`src/rtl/ram_burst_master_if.sv`:
```
// Bus bundle for ram_burst_master: command channel, write/read data streams,
// status flags and the RAM pins. "master" is the view of the burst engine itself,
// "slave" is the view of whoever sits on the other side (client plus RAM).
interface ram_burst_master_if #(
    parameter int unsigned AW = 6,
    parameter int unsigned DW = 8
);
    // Command channel
    logic          req_valid;
    logic          req_ready;
    logic          req_wr;
    logic [AW-1:0] req_addr;
    logic [AW-1:0] req_len;

    // Write data stream
    logic          wd_valid;
    logic          wd_ready;
    logic [DW-1:0] wd_data;

    // Read data stream
    logic          rd_valid;
    logic          rd_ready;
    logic [DW-1:0] rd_data;
    logic          rd_last;

    // Status
    logic          busy;
    logic          err;

    // RAM pins
    logic          mem_wr;
    logic [AW-1:0] mem_address;
    logic [DW-1:0] mem_din;
    logic [DW-1:0] mem_data;

    modport master (
        input  req_valid, req_wr, req_addr, req_len,
        input  wd_valid, wd_data,
        input  rd_ready,
        input  mem_data,
        output req_ready,
        output wd_ready,
        output rd_valid, rd_data, rd_last,
        output busy, err,
        output mem_wr, mem_address, mem_din
    );

    modport slave (
        output req_valid, req_wr, req_addr, req_len,
        output wd_valid, wd_data,
        output rd_ready,
        output mem_data,
        input  req_ready,
        input  wd_ready,
        input  rd_valid, rd_data, rd_last,
        input  busy, err,
        input  mem_wr, mem_address, mem_din
    );
endinterface

```
`src/rtl/ram_burst_master.sv`:
```
// ram_burst_master: burst read/write initiator for a single-port synchronous RAM
// with one cycle of registered read latency.
// Build option: define RAM_BURST_BOUNDARY_CHECK_EN to reject (err pulse, no access)
// any command whose burst would run past the top address; otherwise bursts wrap
// modulo 2^AW and err is tied low.
module ram_burst_master #(
    parameter int unsigned AW = 6,
    parameter int unsigned DW = 8
) (
    input  logic               clk,
    input  logic               rst_n,
    ram_burst_master_if.master bus
);

    typedef enum logic [1:0] {
        StIdle,
        StWrite,
        StRead,
        StDrain
    } state_e;

    state_e state_q, state_d;

    // Burst bookkeeping
    logic [AW-1:0] cur_addr_q, cur_addr_d;
    logic [AW-1:0] remaining_q, remaining_d;

    // One read is outstanding in the RAM; its data lands in the FIFO next cycle
    logic in_flight_q, in_flight_d;
    logic in_flight_last_q, in_flight_last_d;

    // Two-entry read output FIFO (data plus end-of-burst marker)
    logic [DW-1:0] fifo_data_q [2];
    logic [1:0]    fifo_last_q;
    logic          fifo_rptr_q;
    logic          fifo_wptr_q;
    logic [1:0]    fifo_cnt_q;

    logic       accept;
    logic       cmd_bad;
    logic       start;
    logic       wr_beat;
    logic       issue;
    logic       push;
    logic       pop;
    logic [1:0] occ_after_pop;

`ifdef RAM_BURST_BOUNDARY_CHECK_EN
    logic [AW:0] end_sum;
    logic        err_q;

    // A carry out of addr+len means the burst would cross the top of memory
    assign end_sum = {1'b0, bus.req_addr} + {1'b0, bus.req_len};
    assign cmd_bad = end_sum[AW];
`else
    assign cmd_bad = 1'b0;
`endif

    assign accept  = bus.req_valid & bus.req_ready;
    assign start   = accept & ~cmd_bad;
    assign wr_beat = (state_q == StWrite) & bus.wd_valid;
    assign push    = in_flight_q;
    assign pop     = bus.rd_valid & bus.rd_ready;

    // Slots still claimed after this edge; counting the pop keeps a full-rate
    // stream bubble-free while never letting more than two beats be outstanding.
    assign occ_after_pop = fifo_cnt_q + {1'b0, in_flight_q} - {1'b0, pop};
    assign issue         = (state_q == StRead) && (occ_after_pop < 2'd2);

    // State register
    always_ff @(posedge clk or negedge rst_n) begin
        if (!rst_n) begin
            state_q <= StIdle;
        end else begin
            state_q <= state_d;
        end
    end

    // Next-state logic
    always_comb begin
        state_d = state_q;
        unique case (state_q)
            StIdle: begin
                if (start) begin
                    state_d = bus.req_wr ? StWrite : StRead;
                end
            end
            StWrite: begin
                if (wr_beat && (remaining_q == '0)) begin
                    state_d = StIdle;
                end
            end
            StRead: begin
                if (issue && (remaining_q == '0)) begin
                    state_d = StDrain;
                end
            end
            StDrain: begin
                if (!in_flight_q && (fifo_cnt_q == 2'd0)) begin
                    state_d = StIdle;
                end
            end
            default: state_d = StIdle;
        endcase
    end

    // Outputs decoded from state and datapath registers
    always_comb begin
        // Gated by rst_n so the command channel is closed while reset is held
        bus.req_ready   = rst_n && (state_q == StIdle) && (fifo_cnt_q == 2'd0) && !in_flight_q;
        bus.wd_ready    = (state_q == StWrite);
        bus.mem_wr      = wr_beat;
        bus.mem_address = cur_addr_q;
        bus.mem_din     = (state_q == StWrite) ? bus.wd_data : '0;
        bus.rd_valid    = (fifo_cnt_q != 2'd0);
        bus.rd_data     = fifo_data_q[fifo_rptr_q];
        bus.rd_last     = (fifo_cnt_q != 2'd0) && fifo_last_q[fifo_rptr_q];
        bus.busy        = (state_q != StIdle) || (fifo_cnt_q != 2'd0) || in_flight_q;
`ifdef RAM_BURST_BOUNDARY_CHECK_EN
        bus.err         = err_q;
`else
        bus.err         = 1'b0;
`endif
    end

    // Address / beat-count next state
    always_comb begin
        cur_addr_d       = cur_addr_q;
        remaining_d      = remaining_q;
        in_flight_d      = issue;
        in_flight_last_d = issue && (remaining_q == '0);
        if ((state_q == StIdle) && start) begin
            cur_addr_d  = bus.req_addr;
            remaining_d = bus.req_len;
        end else if (wr_beat || issue) begin
            cur_addr_d  = cur_addr_q + AW'(1);
            remaining_d = remaining_q - AW'(1);
        end
    end

    // Address / beat-count registers
    always_ff @(posedge clk or negedge rst_n) begin
        if (!rst_n) begin
            cur_addr_q       <= '0;
            remaining_q      <= '0;
            in_flight_q      <= 1'b0;
            in_flight_last_q <= 1'b0;
        end else begin
            cur_addr_q       <= cur_addr_d;
            remaining_q      <= remaining_d;
            in_flight_q      <= in_flight_d;
            in_flight_last_q <= in_flight_last_d;
        end
    end

    // Read FIFO: captures RAM data one cycle after each issue
    always_ff @(posedge clk or negedge rst_n) begin
        if (!rst_n) begin
            fifo_data_q[0] <= '0;
            fifo_data_q[1] <= '0;
            fifo_last_q    <= '0;
            fifo_rptr_q    <= 1'b0;
            fifo_wptr_q    <= 1'b0;
            fifo_cnt_q     <= 2'd0;
        end else begin
            if (push) begin
                fifo_data_q[fifo_wptr_q] <= bus.mem_data;
                fifo_last_q[fifo_wptr_q] <= in_flight_last_q;
                fifo_wptr_q              <= ~fifo_wptr_q;
            end
            if (pop) begin
                fifo_rptr_q <= ~fifo_rptr_q;
            end
            if (push && !pop) begin
                fifo_cnt_q <= fifo_cnt_q + 2'd1;
            end else if (pop && !push) begin
                fifo_cnt_q <= fifo_cnt_q - 2'd1;
            end
        end
    end

`ifdef RAM_BURST_BOUNDARY_CHECK_EN
    // One-cycle error pulse for a handshaken but rejected command
    always_ff @(posedge clk or negedge rst_n) begin
        if (!rst_n) begin
            err_q <= 1'b0;
        end else begin
            err_q <= accept & cmd_bad;
        end
    end
`endif

endmodule

```
`src/flat_wrapper.sv`:
```
// flat-port wrapper written by rule: the top's interface ports become plain ports
module ram_burst_master_flat 
#(
    parameter int unsigned AW = 6,
    parameter int unsigned DW = 8
)
  (clk, rst_n, bus_req_valid, bus_req_wr, bus_req_addr, bus_req_len, bus_wd_valid, bus_wd_data, bus_rd_ready, bus_mem_data, bus_req_ready, bus_wd_ready, bus_rd_valid, bus_rd_data, bus_rd_last, bus_busy, bus_err, bus_mem_wr, bus_mem_address, bus_mem_din);
  ram_burst_master_if #(.AW(AW), .DW(DW)) bus_i ();
  input  logic clk;
  input  logic rst_n;
  input wire logic [$bits(bus_i.req_valid)-1:0] bus_req_valid;
  input wire logic [$bits(bus_i.req_wr)-1:0] bus_req_wr;
  input wire logic [$bits(bus_i.req_addr)-1:0] bus_req_addr;
  input wire logic [$bits(bus_i.req_len)-1:0] bus_req_len;
  input wire logic [$bits(bus_i.wd_valid)-1:0] bus_wd_valid;
  input wire logic [$bits(bus_i.wd_data)-1:0] bus_wd_data;
  input wire logic [$bits(bus_i.rd_ready)-1:0] bus_rd_ready;
  input wire logic [$bits(bus_i.mem_data)-1:0] bus_mem_data;
  output wire logic [$bits(bus_i.req_ready)-1:0] bus_req_ready;
  output wire logic [$bits(bus_i.wd_ready)-1:0] bus_wd_ready;
  output wire logic [$bits(bus_i.rd_valid)-1:0] bus_rd_valid;
  output wire logic [$bits(bus_i.rd_data)-1:0] bus_rd_data;
  output wire logic [$bits(bus_i.rd_last)-1:0] bus_rd_last;
  output wire logic [$bits(bus_i.busy)-1:0] bus_busy;
  output wire logic [$bits(bus_i.err)-1:0] bus_err;
  output wire logic [$bits(bus_i.mem_wr)-1:0] bus_mem_wr;
  output wire logic [$bits(bus_i.mem_address)-1:0] bus_mem_address;
  output wire logic [$bits(bus_i.mem_din)-1:0] bus_mem_din;
  assign bus_i.req_valid = bus_req_valid;
  assign bus_i.req_wr = bus_req_wr;
  assign bus_i.req_addr = bus_req_addr;
  assign bus_i.req_len = bus_req_len;
  assign bus_i.wd_valid = bus_wd_valid;
  assign bus_i.wd_data = bus_wd_data;
  assign bus_i.rd_ready = bus_rd_ready;
  assign bus_i.mem_data = bus_mem_data;
  assign bus_req_ready = bus_i.req_ready;
  assign bus_wd_ready = bus_i.wd_ready;
  assign bus_rd_valid = bus_i.rd_valid;
  assign bus_rd_data = bus_i.rd_data;
  assign bus_rd_last = bus_i.rd_last;
  assign bus_busy = bus_i.busy;
  assign bus_err = bus_i.err;
  assign bus_mem_wr = bus_i.mem_wr;
  assign bus_mem_address = bus_i.mem_address;
  assign bus_mem_din = bus_i.mem_din;
  ram_burst_master #(.AW(AW), .DW(DW)) u_core (.clk(clk), .rst_n(rst_n), .bus(bus_i));
endmodule
```
`config.mk`:
```
export PLATFORM = sky130hd
export DESIGN_NAME = ram_burst_master_flat
export DESIGN_NICKNAME = d
export VERILOG_FILES = /design/src/rtl/ram_burst_master_if.sv /design/src/rtl/ram_burst_master.sv /design/src/flat_wrapper.sv
export SDC_FILE = /design/constraint.sdc
export NUM_CORES = 1
export LEC_CHECK = 0
export BUFFER_PORTS_ARGS = -buffer_cell sky130_fd_sc_hd__clkbuf_2
export CAP_MARGIN = 10
export CORE_MARGIN = 5
export CORE_UTILIZATION = 44
export CTS_BUF_LIST = sky130_fd_sc_hd__clkbuf_8
export DETAILED_ROUTE_END_ITERATION = 16
export PLACE_DENSITY = 0.68
export SYNTH_ARGS = -nofsm -noshare
export SYNTH_HDL_FRONTEND = slang
export SYNTH_SLANG_ARGS = --single-unit
```
`constraint.sdc`:
```
create_clock -name clk -period 3.1 [get_ports clk]
set_clock_uncertainty 0.05 [all_clocks]
set_input_delay 0.31 -clock clk [delete_from_list [all_inputs] [get_ports clk]]
set_output_delay 0.31 -clock clk [all_outputs]
set_load 0.03 [all_outputs]
```
==> run_results.csv, run 1 <==
group,metric,value,unit
min_path,hp-class,"in2async",
sta,finalSetupViolations,0,
synthesis,ys_ff_latch,38,
detailed_routing,wl,4.112,mm
sta,final.period_utilization,79.75,%
worst_setup_path,r2r-start,"u_core.fifo_cnt_q[0]$_DFFE_PN0N_",
place,dp_hpwl,3.107,mm
synthesis,synthSimpleGateAreaFrac,14.75,%
power_and_ir_drop,combPwrFrac,51.2,%
grt,grt_max_degree,39,
worst_setup_path,rr_endpoint,"u_core.remaining_q[1]$_DFFE_PN0P_",
floorplanning,ios,63,
sta,post-route-min-period,2.472,ns
power_and_ir_drop,powerDensity,1091,nW/um2
floorplanning,core,4354,um2
grt,grtUsageTotal,14.12,%
final_layout,n_fill_cell,399,
sta,timing.fmax,0.4045,GHz
grt,grt_pass1_vias,1525,
sta,finalHoldViolCount,0,
cts,tritoncts,"done",
detailed_routing,via_count,1489,
synthesis,synth_xor_area_share,6.620,%
cts,cts.path.max_buffers,2,
synthesis,synth.avg_cell_area,10.96,um2
worst_setup_path,critPathCaptureType,"flip-flop",
cts,insertion_delay,0.28,ns
detailed_routing,final_antenna_net_count,0,
synthesis,syn_nets,220,
final_layout,stdcell_area,2416,um2
power_and_ir_drop,p_sw,1.170,mW
job,drv_cap,0,
worst_setup_path,reg2reg_depth,9,
synthesis,synthAdderAreaFrac,3.153,%
sta,worstMarginPinSlew,0.7473,ns
power_and_ir_drop,seqPwrFrac,35.9,%
synthesis,synth_top_area_share,47.92,%
power_and_ir_drop,p_clk_share,12.9,%
final_layout,diodes,0,
synthesis,synth.area.top_cells,"dfrtp_1 (48%), mux2_2 (15%), xnor2_1 (4.9%)",
worst_setup_path,reg2reg_slack,0.63,ns
synthesis,synth_cells,181,
power_and_ir_drop,power.internal,1.466,mW
grt,grt_overflow,0,
synthesis,synth.most_common_cell,"dfrtp_1",
cts,cts_sinks,38,
floorplanning,start_util,45.57,%
worst_setup_path,cp_max_fo,10,
synthesis,synth_warnings,0,
sta,hold_slack,0.07319,ns
detailed_routing,wl_per_cell,13.89,um
synthesis,syn_area,1984,um2
cts,hold_buffers,0,
worst_setup_path,crit_arrival,2.59,ns
cts,postCtsSetupRepairBufs,0,
final_layout,area.growth.synth_to_final,21.75,%
cts,cts_buffers,5,
power_and_ir_drop,swShare,44.40,%
floorplanning,rows,24,
place,gp_congestion,0.7483,
cts,clk_pin_slew_worst_paths,0.07,ns
synthesis,yosys.area.top_type,"dfrtp_1",
grt,antenna_found_initial,0,
worst_setup_path,critPathLaunchType,"flip-flop",
place,dpl_cell_area,2325,um2
sta,slew_headroom,50.00,%
sta,rsz0062_at_grt,"no",
final_layout,ff_latch_area,950.9,um2
floorplanning,die-area,5953,um2
worst_setup_path,crit_type,"reg2reg",
status,outcome,"complete, no violations",
synthesis,synth_edf_count,0,
final_layout,multi_input_comb_area,958.4,um2
power_and_ir_drop,vdd_drop_max,0.0004615,V
detailed_routing,dr.first_iter.drc_count,53,
grt,grt_pass1_wl,6.934,mm
detailed_routing,drc,0,
floorplanning,die_h,77.16,um
place,port-buffer-count,61,
synthesis,synth_compound_area_share,6.747,%
synthesis,ys_types,34,
detailed_routing,firstDrtPassIters,4,
synthesis,synth_common_cells,"dfrtp_1 (38), mux2_2 (27), nand2_1 (14), xnor2_1 (11)",
synthesis,async_reset_ff_share,100.0,%
sta,drv_slew,0,
synthesis,synth_top_family_by_area,"multiplexers",
final_layout,nets,282,
cts,htreeDepth,2,
final_layout,drive_gt1_share,40.98,%
floorplanning,die_w,77.16,um
cts,cts_root_buffer,"clkbuf_8",
final_layout,fin_util,55.49,%
sta,tns,0,ns
synthesis,synth_ff_type,"dfrtp_1",
detailed_routing,avgViaCountPerCell,5.030,
power_and_ir_drop,total_power,2.636,mW
cts,post_cts_resized,0,
synthesis,seq_area_frac_synth,47.92,%
worst_setup_path,cp.required,3.22,ns
synthesis,synthMuxAreaShare,16.83,%
power_and_ir_drop,p_leak,1.185,nW
## cell families (layout without fill, tap and decap cells)
family,Yosys count,count (layout)
and+or+nand+nor,52,52
DFF,38,38
muxes,30,30
AOI/OAI and AO/OA,23,23
buffers and inverters,17,80
xor gates and xnor gates,15,15
adders and majority gates,5,5
other,1,1
## per-stage QoR
step | worst slack, ns | cells
after floorplan | 0.5226 | 181
after global placement | 0.6607 | 288
after detailed placement | 0.6392 | 288
after CTS | 0.6179 | 296
after global routing | 0.4224 | 296
final | 0.6277 | 296
## how the worst max path moves through the flow
stage | startpoint | endpoint | cells past startpoint
2_1_floorplan | u_core.fifo_cnt_q[0]$_DFFE_PN0N_ | u_core.remaining_q[1]$_DFFE_PN0P_ | 10
3_3_place_gp | u_core.fifo_cnt_q[1]$_DFFE_PN0N_ | u_core.remaining_q[1]$_DFFE_PN0P_ | 10
3_5_place_dp | u_core.fifo_cnt_q[1]$_DFFE_PN0N_ | u_core.remaining_q[1]$_DFFE_PN0P_ | 10
4_1_cts | u_core.fifo_cnt_q[1]$_DFFE_PN0N_ | u_core.remaining_q[1]$_DFFE_PN0P_ | 10
5_1_grt | u_core.fifo_cnt_q[0]$_DFFE_PN0N_ | u_core.remaining_q[3]$_DFFE_PN0P_ | 10
6_report | u_core.fifo_cnt_q[0]$_DFFE_PN0N_ | u_core.remaining_q[1]$_DFFE_PN0P_ | 9
## registers in the layout (all words and copies together) (netlist names), 2 cells and up
register / count
u_core.fifo_data_q: 16
u_core.fifo_cnt_q: 2
u_core.bus.mem_address: 6
u_core.state_q: 2
u_core.fifo_last_q: 2
u_core.remaining_q: 6
## power by group through the flow
stage / Combinational [mW] / Clock [mW] / Sequential (mW)
after global routing: 1.48 / 0.380 / 0.993
after detailed placement: 1.37 / 0 / 0.957
after CTS: 1.37 / 0.355 / 0.950
after floorplan: 1.02 / 0 / 0.953
after global placement: 1.34 / 0 / 0.947
final: 1.35 / 0.340 / 0.947
## routing by layer
| metal | part of all wire (%) | GRT usage, % |
|---|---|---|
| met5 | 0 | 0 |
| met4 | 0.75 | 4.124 |
| met3 | 5.1 | 3.747 |
| met2 | 49 | 22.64 |
| met1 | 45 | 18.65 |
## cell usage in the layout, fill, tap and decap left out
cell type  count
and4b_1        1
a211o_1        1
o21ai_1        4
clkbuf_2      61
mux2_2        27
buf_4          1
o21ai_0        2
dfrtp_1       38
o22ai_1        1
nor3_1         2
and2_1         9
nand2_1       14
nand3_4        1
nor2b_1        2
nand3_1        3
a21oi_1        6
conb_1         1
nor2_1        10
mux2i_1        3
ha_1           5
nand4b_2       1
clkinv_2       1
nand3b_1       1
inv_1         11
xor2_1         4
clkbuf_8       6
or3_1          2
and3_1         1
nand4_1        2
xnor2_1       11
nand2_2        1
and2b_1        1
a31oi_1        8
or4b_4         1
o311ai_0       1
## layout make-up
cell class | count | share of cell area (%)
multi-input cells | 126 | 39.67
clock inverters | 2 | 0.3625
repair buffers | 62 | 12.95
clock buffers | 6 | 3.418
inverters | 10 | 1.554
flip-flops and latches | 38 | 39.36
well taps | 52 | 2.693
## worst max-delay path, stage by stage (launching register included)
cell and delay [ns]:
dfrtp_1 0.43, nor2_1 0.08, inv_1 0.07, nand2_1 0.10
ha_1 0.34, and2b_1 0.22, or4b_4 0.58, nand3_4 0.16
mux2i_1 0.08, mux2_2 0.25
(Power assumes the default switching activity.)
==> run 2: changes to the inputs <==
Clock period 3.1 ns to 2.6 ns, I/O delays scaled along.
==> run_results.csv, run 2 (synthesized netlist as in run 1, its figures left out) <==
group,metric,value,unit
place,numPlacedInstances,290,
worst_setup_path,reg2reg_depth,9,
place,port-buffer-count,61,
cts,hold_buffers,0,
power_and_ir_drop,total_power,3.197,mW
sta,drv_slew,0,
final_layout,area.growth.synth_to_final,24.15,%
worst_setup_path,crit_arrival,2.58,ns
detailed_routing,drc,0,
cts,cts_sinks,38,
job,drv_cap,0,
floorplanning,core,4354,um2
power_and_ir_drop,powerDensity,1298,nW/um2
power_and_ir_drop,p_leak,1.199,nW
sta,finalSetupViolations,0,
cts,cts.path.max_buffers,2,
final_layout,final_common_cell,"clkbuf_2",
detailed_routing,wl_per_cell,13.53,um
sta,hold_slack,-0.004310,ns
worst_setup_path,critPathLaunchType,"flip-flop",
worst_setup_path,crit_type,"reg2reg",
power_and_ir_drop,combPwrFrac,51.4,%
floorplanning,die-area,5953,um2
floorplanning,die_w,77.16,um
worst_setup_path,critPathCaptureType,"flip-flop",
detailed_routing,dr.first_iter.drc_count,52,
cts,clk_pin_slew_worst_paths,0.08,ns
final_layout,final_cell_mix,"clkbuf_2 (61), dfrtp_1 (37), mux2_2 (27)",
floorplanning,ios,63,
final_layout,final_cell_count_no_fill,300,
sta,finalHoldViolCount,3,
grt,grt_pass1_vias,1534,
sta,post-route-min-period,2.455,ns
floorplanning,start_util,45.57,%
sta,timing.fmax,0.4074,GHz
detailed_routing,avgViaCountPerCell,5.063,
power_and_ir_drop,vdd_drop_max,0.0005914,V
floorplanning,die_h,77.16,um
final_layout,regMostFlops,"u_core.fifo_data_q",
cts,cts_buffers,5,
final_layout,largest_register_ffs,16,
detailed_routing,via_count,1519,
final_layout,nets,286,
cts,cts_root_buffer,"clkbuf_8",
place,gp_congestion,0.7829,
worst_setup_path,cp.required,2.72,ns
power_and_ir_drop,p_clk_share,13.2,%
sta,slew_headroom,64.81,%
power_and_ir_drop,p_sw,1.422,mW
grt,grtUsageTotal,14.68,%
sta,rsz0062_at_grt,"yes",
detailed_routing,wl,4.059,mm
grt,grt_overflow,0,
power_and_ir_drop,seqPwrFrac,35.4,%
status,violations,"hold timing",
detailed_routing,firstDrtPassIters,4,
power_and_ir_drop,power.internal,1.775,mW
floorplanning,rows,24,
sta,final.period_utilization,94.41,%
grt,antenna_found_initial,0,
sta,worstMarginPinSlew,0.5238,ns
grt,grt_pass1_wl,7.251,mm
min_path,hp-class,"in2async",
cts,insertion_delay,0.29,ns
worst_setup_path,cp_max_fo,10,
grt,grt_max_degree,39,
detailed_routing,final_antenna_net_count,0,
place,dp_hpwl,3.123,mm
final_layout,drive_gt1_share,43.55,%
cts,htreeDepth,2,
status,outcome,"complete, but fails checks",
final_layout,diodes,0,
cts,tritoncts,"done",
sta,tns,0,ns
power_and_ir_drop,swShare,44.49,%
[run 2: worst paths after layout]
| path | startpoint | endpoint | slack (ns) |
|---|---|---|---|
| max | u_core.fifo_cnt_q[0]$_DFFE_PN0N_ | u_core.remaining_q[1]$_DFFE_PN0P_ | 0.15 |
| min | rst_n | u_core.fifo_data_q[15]$_DFFE_PN0P_ | -0.004 |
| max reg2reg | u_core.fifo_cnt_q[0]$_DFFE_PN0N_ | u_core.remaining_q[1]$_DFFE_PN0P_ | 0.15 |
| min reg2reg | u_core.in_flight_last_q$_DFF_PN0_ | u_core.fifo_last_q[0]$_DFFE_PN0P_ | 0.44 |
| max in group asynchronous | rst_n | u_core.fifo_cnt_q[0]$_DFFE_PN0N_ | 2.14 |
| min in group clk | bus_req_addr[1] | u_core.bus.mem_address[1]$_DFFE_PN0P_ | 0.12 |
[run 2: per-layer routing]
metal	part of all wire (%)	wire length, um	vias up	global-route usage [%]
met1	46	1874	716	20.95
li1	-	-	753	-
met4	0.32	13	0	3.093
met3	6.8	274	2	5.035
met2	47	1897	48	21.55
met5	0	0	-	0
[run 2: layout make-up]
class                      count  area (um2)
multi-input combinational    126       970.9
clock buffer                   6       82.58
inverter                      10       37.54
tap                           52       65.06
clock inverter                 2       12.51
sequential                    38       952.2
timing repair buffer          66       342.8
fill                         381        1891
[run 2: timing repair]
item | 4_1_cts | 5_1_grt
buffers inserted | 0 | 2
gates resized for setup | 0 | 3
setup endpoints to repair | 0 | 8
[run 2: critical path: stages, from the launching register on]
cell	delay, ns
dfrtp_2	0.40
nor2_1	0.06
inv_1	0.07
nand2_1	0.09
ha_1	0.33
and2b_1	0.21
or4b_4	0.61
nand3_4	0.16
mux2i_1	0.09
mux2_2	0.26
[run 2: per-stage QoR]
stage / setup slack, ns / cell area, um2 / utilization (%) / hold WS (ns)
3_5_place_dp: 0.1325 / 2340 / 53.74 / 0.3436
2_1_floorplan: 0.02260 / 1984 / - / -0.08559
4_1_cts: 0.1079 / 2435 / 55.92 / 0.01923
3_3_place_gp: 0.1718 / 2340 / 53.74 / 0.3508
5_1_grt: -0.03583 / 2464 / 56.58 / 0.05091
6_report: 0.1454 / 2464 / 56.58 / -0.004310
[run 2: power by group through the flow]
stage               clock [mW]  sequential, mW  combinational [mW]
floorplan                    0            1.14                1.22
finish                   0.423            1.13                1.64
global placement             0            1.13                1.61
detailed placement           0            1.14                1.63
CTS                      0.440            1.13                1.64
global route             0.464            1.18                1.81
==> run 3: changes to the inputs <==
Settings changed: ABC_AREA from default to 1, GPL_TIMING_DRIVEN from default to 0, PLACE_DENSITY 0.68 to 0.66.
==> run_results.csv, run 3 <==
group,metric,value,unit
worst_setup_path,critPathLaunchType,"flip-flop",
sta,tns,0,ns
cts,clk_pin_slew_worst_paths,0.08,ns
final_layout,n_fill_cell,477,
grt,grt_pass1_vias,1904,
cts,htreeDepth,2,
synthesis,synthMuxAreaShare,0,%
cts,cts_root_buffer,"clkbuf_8",
power_and_ir_drop,seqPwrFrac,32.7,%
detailed_routing,wl_per_cell,10.86,um
job,drv_cap,0,
sta,hold_slack,0.08682,ns
synthesis,ys_ff_latch,38,
synthesis,synth.most_common_cell,"nand2_1",
final_layout,drive_gt1_share,23.86,%
power_and_ir_drop,combPwrFrac,54.1,%
synthesis,synth_warnings,0,
detailed_routing,via_count,1978,
sta,worstMarginPinSlew,1.045,ns
cts,insertion_delay,0.29,ns
floorplanning,core,4786,um2
worst_setup_path,crit_buf_inv,3,
cts,post_cts_resized,0,
final_layout,final_cell_count_no_fill,440,
final_layout,nets,411,
final_layout,multi_input_comb_area,983.4,um2
cts,cts.path.max_buffers,2,
detailed_routing,firstDrtPassIters,4,
final_layout,largest_register_ffs,16,
synthesis,async_reset_ff_share,100.0,%
synthesis,synth_xor_area_share,2.403,%
detailed_routing,wl,4.779,mm
floorplanning,ios,63,
final_layout,ff_latch_area,950.9,um2
floorplanning,rows,25,
power_and_ir_drop,p_leak,1.579,nW
synthesis,ys_types,25,
final_layout,stdcell_area,2671,um2
cts,tritoncts,"done",
grt,grt.met3_usage,3.812,%
power_and_ir_drop,swShare,48.16,%
grt,busiest_layer,"met2",
grt,grtUsageTotal,16.36,%
sta,finalHoldViolCount,0,
detailed_routing,avgViaCountPerCell,4.495,
place,numPlacedInstances,432,
cts,cts_buffers,5,
floorplanning,start_util,45.70,%
grt,met1_usage,21.50,%
synthesis,synth_compound_area_share,8.467,%
synthesis,synthAdderAreaFrac,2.860,%
synthesis,syn_area,2187,um2
synthesis,synth_top_area_share,43.48,%
grt,grt_pass1_wl,8.404,mm
synthesis,synth_ff_type,"dfrtp_1",
synthesis,synth_top_family_by_area,"simple AND/OR/NAND/NOR gates",
sta,final.period_utilization,83.72,%
sta,rsz0062_at_grt,"no",
worst_setup_path,cp.required,2.29,ns
final_layout,area.growth.synth_to_final,22.14,%
place,dp_hpwl,3.564,mm
synthesis,synth_cells,304,
power_and_ir_drop,total_power,3.260,mW
grt,grt_overflow,0,
sta,slew_headroom,30.35,%
worst_setup_path,critPathCaptureType,"primary output",
synthesis,synth_common_cells,"nand2_1 (113), inv_1 (48), dfrtp_1 (38), nor2_1 (23), o21ai_0 (21)",
worst_setup_path,crit_type,"reg2out",
final_layout,final_cell_mix,"nand2_1 (113), clkbuf_2 (61), inv_1 (48)",
min_path,hp-class,"in2async",
floorplanning,die-area,6481,um2
synthesis,syn_nets,343,
worst_setup_path,critical-path-top-delay-family,"buffers and inverters",
sta,post-route-min-period,2.177,ns
power_and_ir_drop,power.internal,1.690,mW
power_and_ir_drop,powerDensity,1220,nW/um2
power_and_ir_drop,p_clk_share,13.1,%
synthesis,seq_area_frac_synth,43.48,%
sta,drv_slew,0,
final_layout,diodes,0,
synthesis,synth_edf_count,0,
cts,postCtsSetupRepairBufs,0,
floorplanning,die_w,80.51,um
synthesis,synthSimpleGateAreaFrac,31.06,%
floorplanning,die_h,80.51,um
worst_setup_path,crit_arrival,1.87,ns
worst_setup_path,critPathMaxStageDelay,0.44,ns
detailed_routing,final_antenna_net_count,0,
worst_setup_path,critPathSlowestCell,"clkinv_1",
synthesis,synth.avg_cell_area,7.194,um2
place,dpl_cell_area,2576,um2
place,gp_congestion,0.7841,
final_layout,regMostFlops,"u_core.fifo_data_q",
sta,finalSetupViolations,0,
grt,met2_usage,27.07,%
cts,hold_buffers,0,
grt,grt_max_degree,44,
sta,timing.fmax,0.4594,GHz
final_layout,final_common_cell,"nand2_1",
grt,antenna_found_initial,0,
cts,cts_sinks,38,
power_and_ir_drop,vdd_drop_max,0.0005157,V
status,outcome,"complete, no violations",
synthesis,yosys.area.top_type,"dfrtp_1",
detailed_routing,dr.first_iter.drc_count,45,
worst_setup_path,path_cells,"clkbuf_1 > clkinv_1 > nand2_1 > a21oi_1 > clkbuf_2",
detailed_routing,drc,0,
place,port-buffer-count,61,
power_and_ir_drop,p_sw,1.570,mW
worst_setup_path,cp_max_fo,10,
synthesis,synth.area.top_cells,"dfrtp_1 (43%), nand2_1 (19%), inv_1 (8.2%)",
run 3: changes by cell type after synthesis, sizes merged, moves of 7 or more:
cell   before  now
a31oi       8    0
inv        10   49
o21ai       6   27
nand2      15  114
mux2       27    0
xnor2      11    4
nand3       4   16
and2        9    0
nor2       10   25
run 3: through the flow:
stage / worst slack, ns / util [%]
floorplan: 0.5295 / -
global placement: 0.4609 / 53.83
detailed placement: 0.4375 / 53.83
CTS: 0.3716 / 55.82
global route: 0.1883 / 55.82
finish: 0.4234 / 55.82
run 3: worst register-to-register path, cell delays in order, from the launching register on:
cell and delay (ns):
dfrtp_1 0.44, nor2_4 0.18, inv_1 0.07, nand2_1 0.11
inv_1 0.06, ha_1 0.20, or2_1 0.22, nand2_1 0.06
nand2_1 0.06, nand3_2 0.09, nand3_1 0.17, buf_4 0.23
nand2_1 0.07, nand2_1 0.05
run 3: worst paths after layout:
check,startpoint,end,slack (ns),cells past startpoint
max,u_core.fifo_rptr_q$_DFFE_PN0P_,bus_rd_last,0.42,5
max reg2reg,u_core.fifo_cnt_q[1]$_DFFE_PN0N_,u_core.remaining_q[0]$_DFFE_PN0P_,0.45,13
max in group asynchronous,rst_n,u_core.remaining_q[5]$_DFFE_PN0P_,1.77,1
min reg2reg,u_core.remaining_q[0]$_DFFE_PN0P_,u_core.remaining_q[0]$_DFFE_PN0P_,0.43,2
min in group clk,bus_mem_data[0],u_core.fifo_data_q[0]$_DFFE_PN0P_,0.16,3
min,rst_n,u_core.fifo_data_q[10]$_DFFE_PN0P_,0.09,1
run 3: cell families (layout without fill, tap and decap cells):
| group | count (synthesis) | after routing |
|---|---|---|
| xor+xnor | 6 | 6 |
| compound gates | 32 | 32 |
| simple gates | 163 | 163 |
| fa+ha+maj | 5 | 5 |
| flops | 38 | 38 |
| buf+inv | 59 | 128 |
| other cells | 1 | 1 |
run 3: metal layers:
layer | vias up | wire, um
li1 | 1050 | -
met1 | 882 | 2236
met2 | 39 | 2244
met3 | 7 | 250
met4 | 0 | 47
met5 | - | 0
run 3: layout make-up:
cell class                      count  share of cell area [%]
Tap cell                           67                   3.138
Clock buffer                        6                   3.091
Multi-Input combinational cell    207                   36.82
Timing Repair Buffer               61                   11.43
Clock inverter                      2                  0.4684
Buffer                              9                   2.436
Sequential cell                    38                   35.60
Inverter                           50                   7.026
run 3: power by group through the flow:
stage	registers [mW]	clock network [mW]	logic, mW
after global placement	1.07	0	1.75
after CTS	1.07	0.443	1.80
final	1.07	0.428	1.77
after detailed placement	1.08	0	1.78
after floorplan	1.10	0	1.30
after global routing	1.11	0.470	2.01
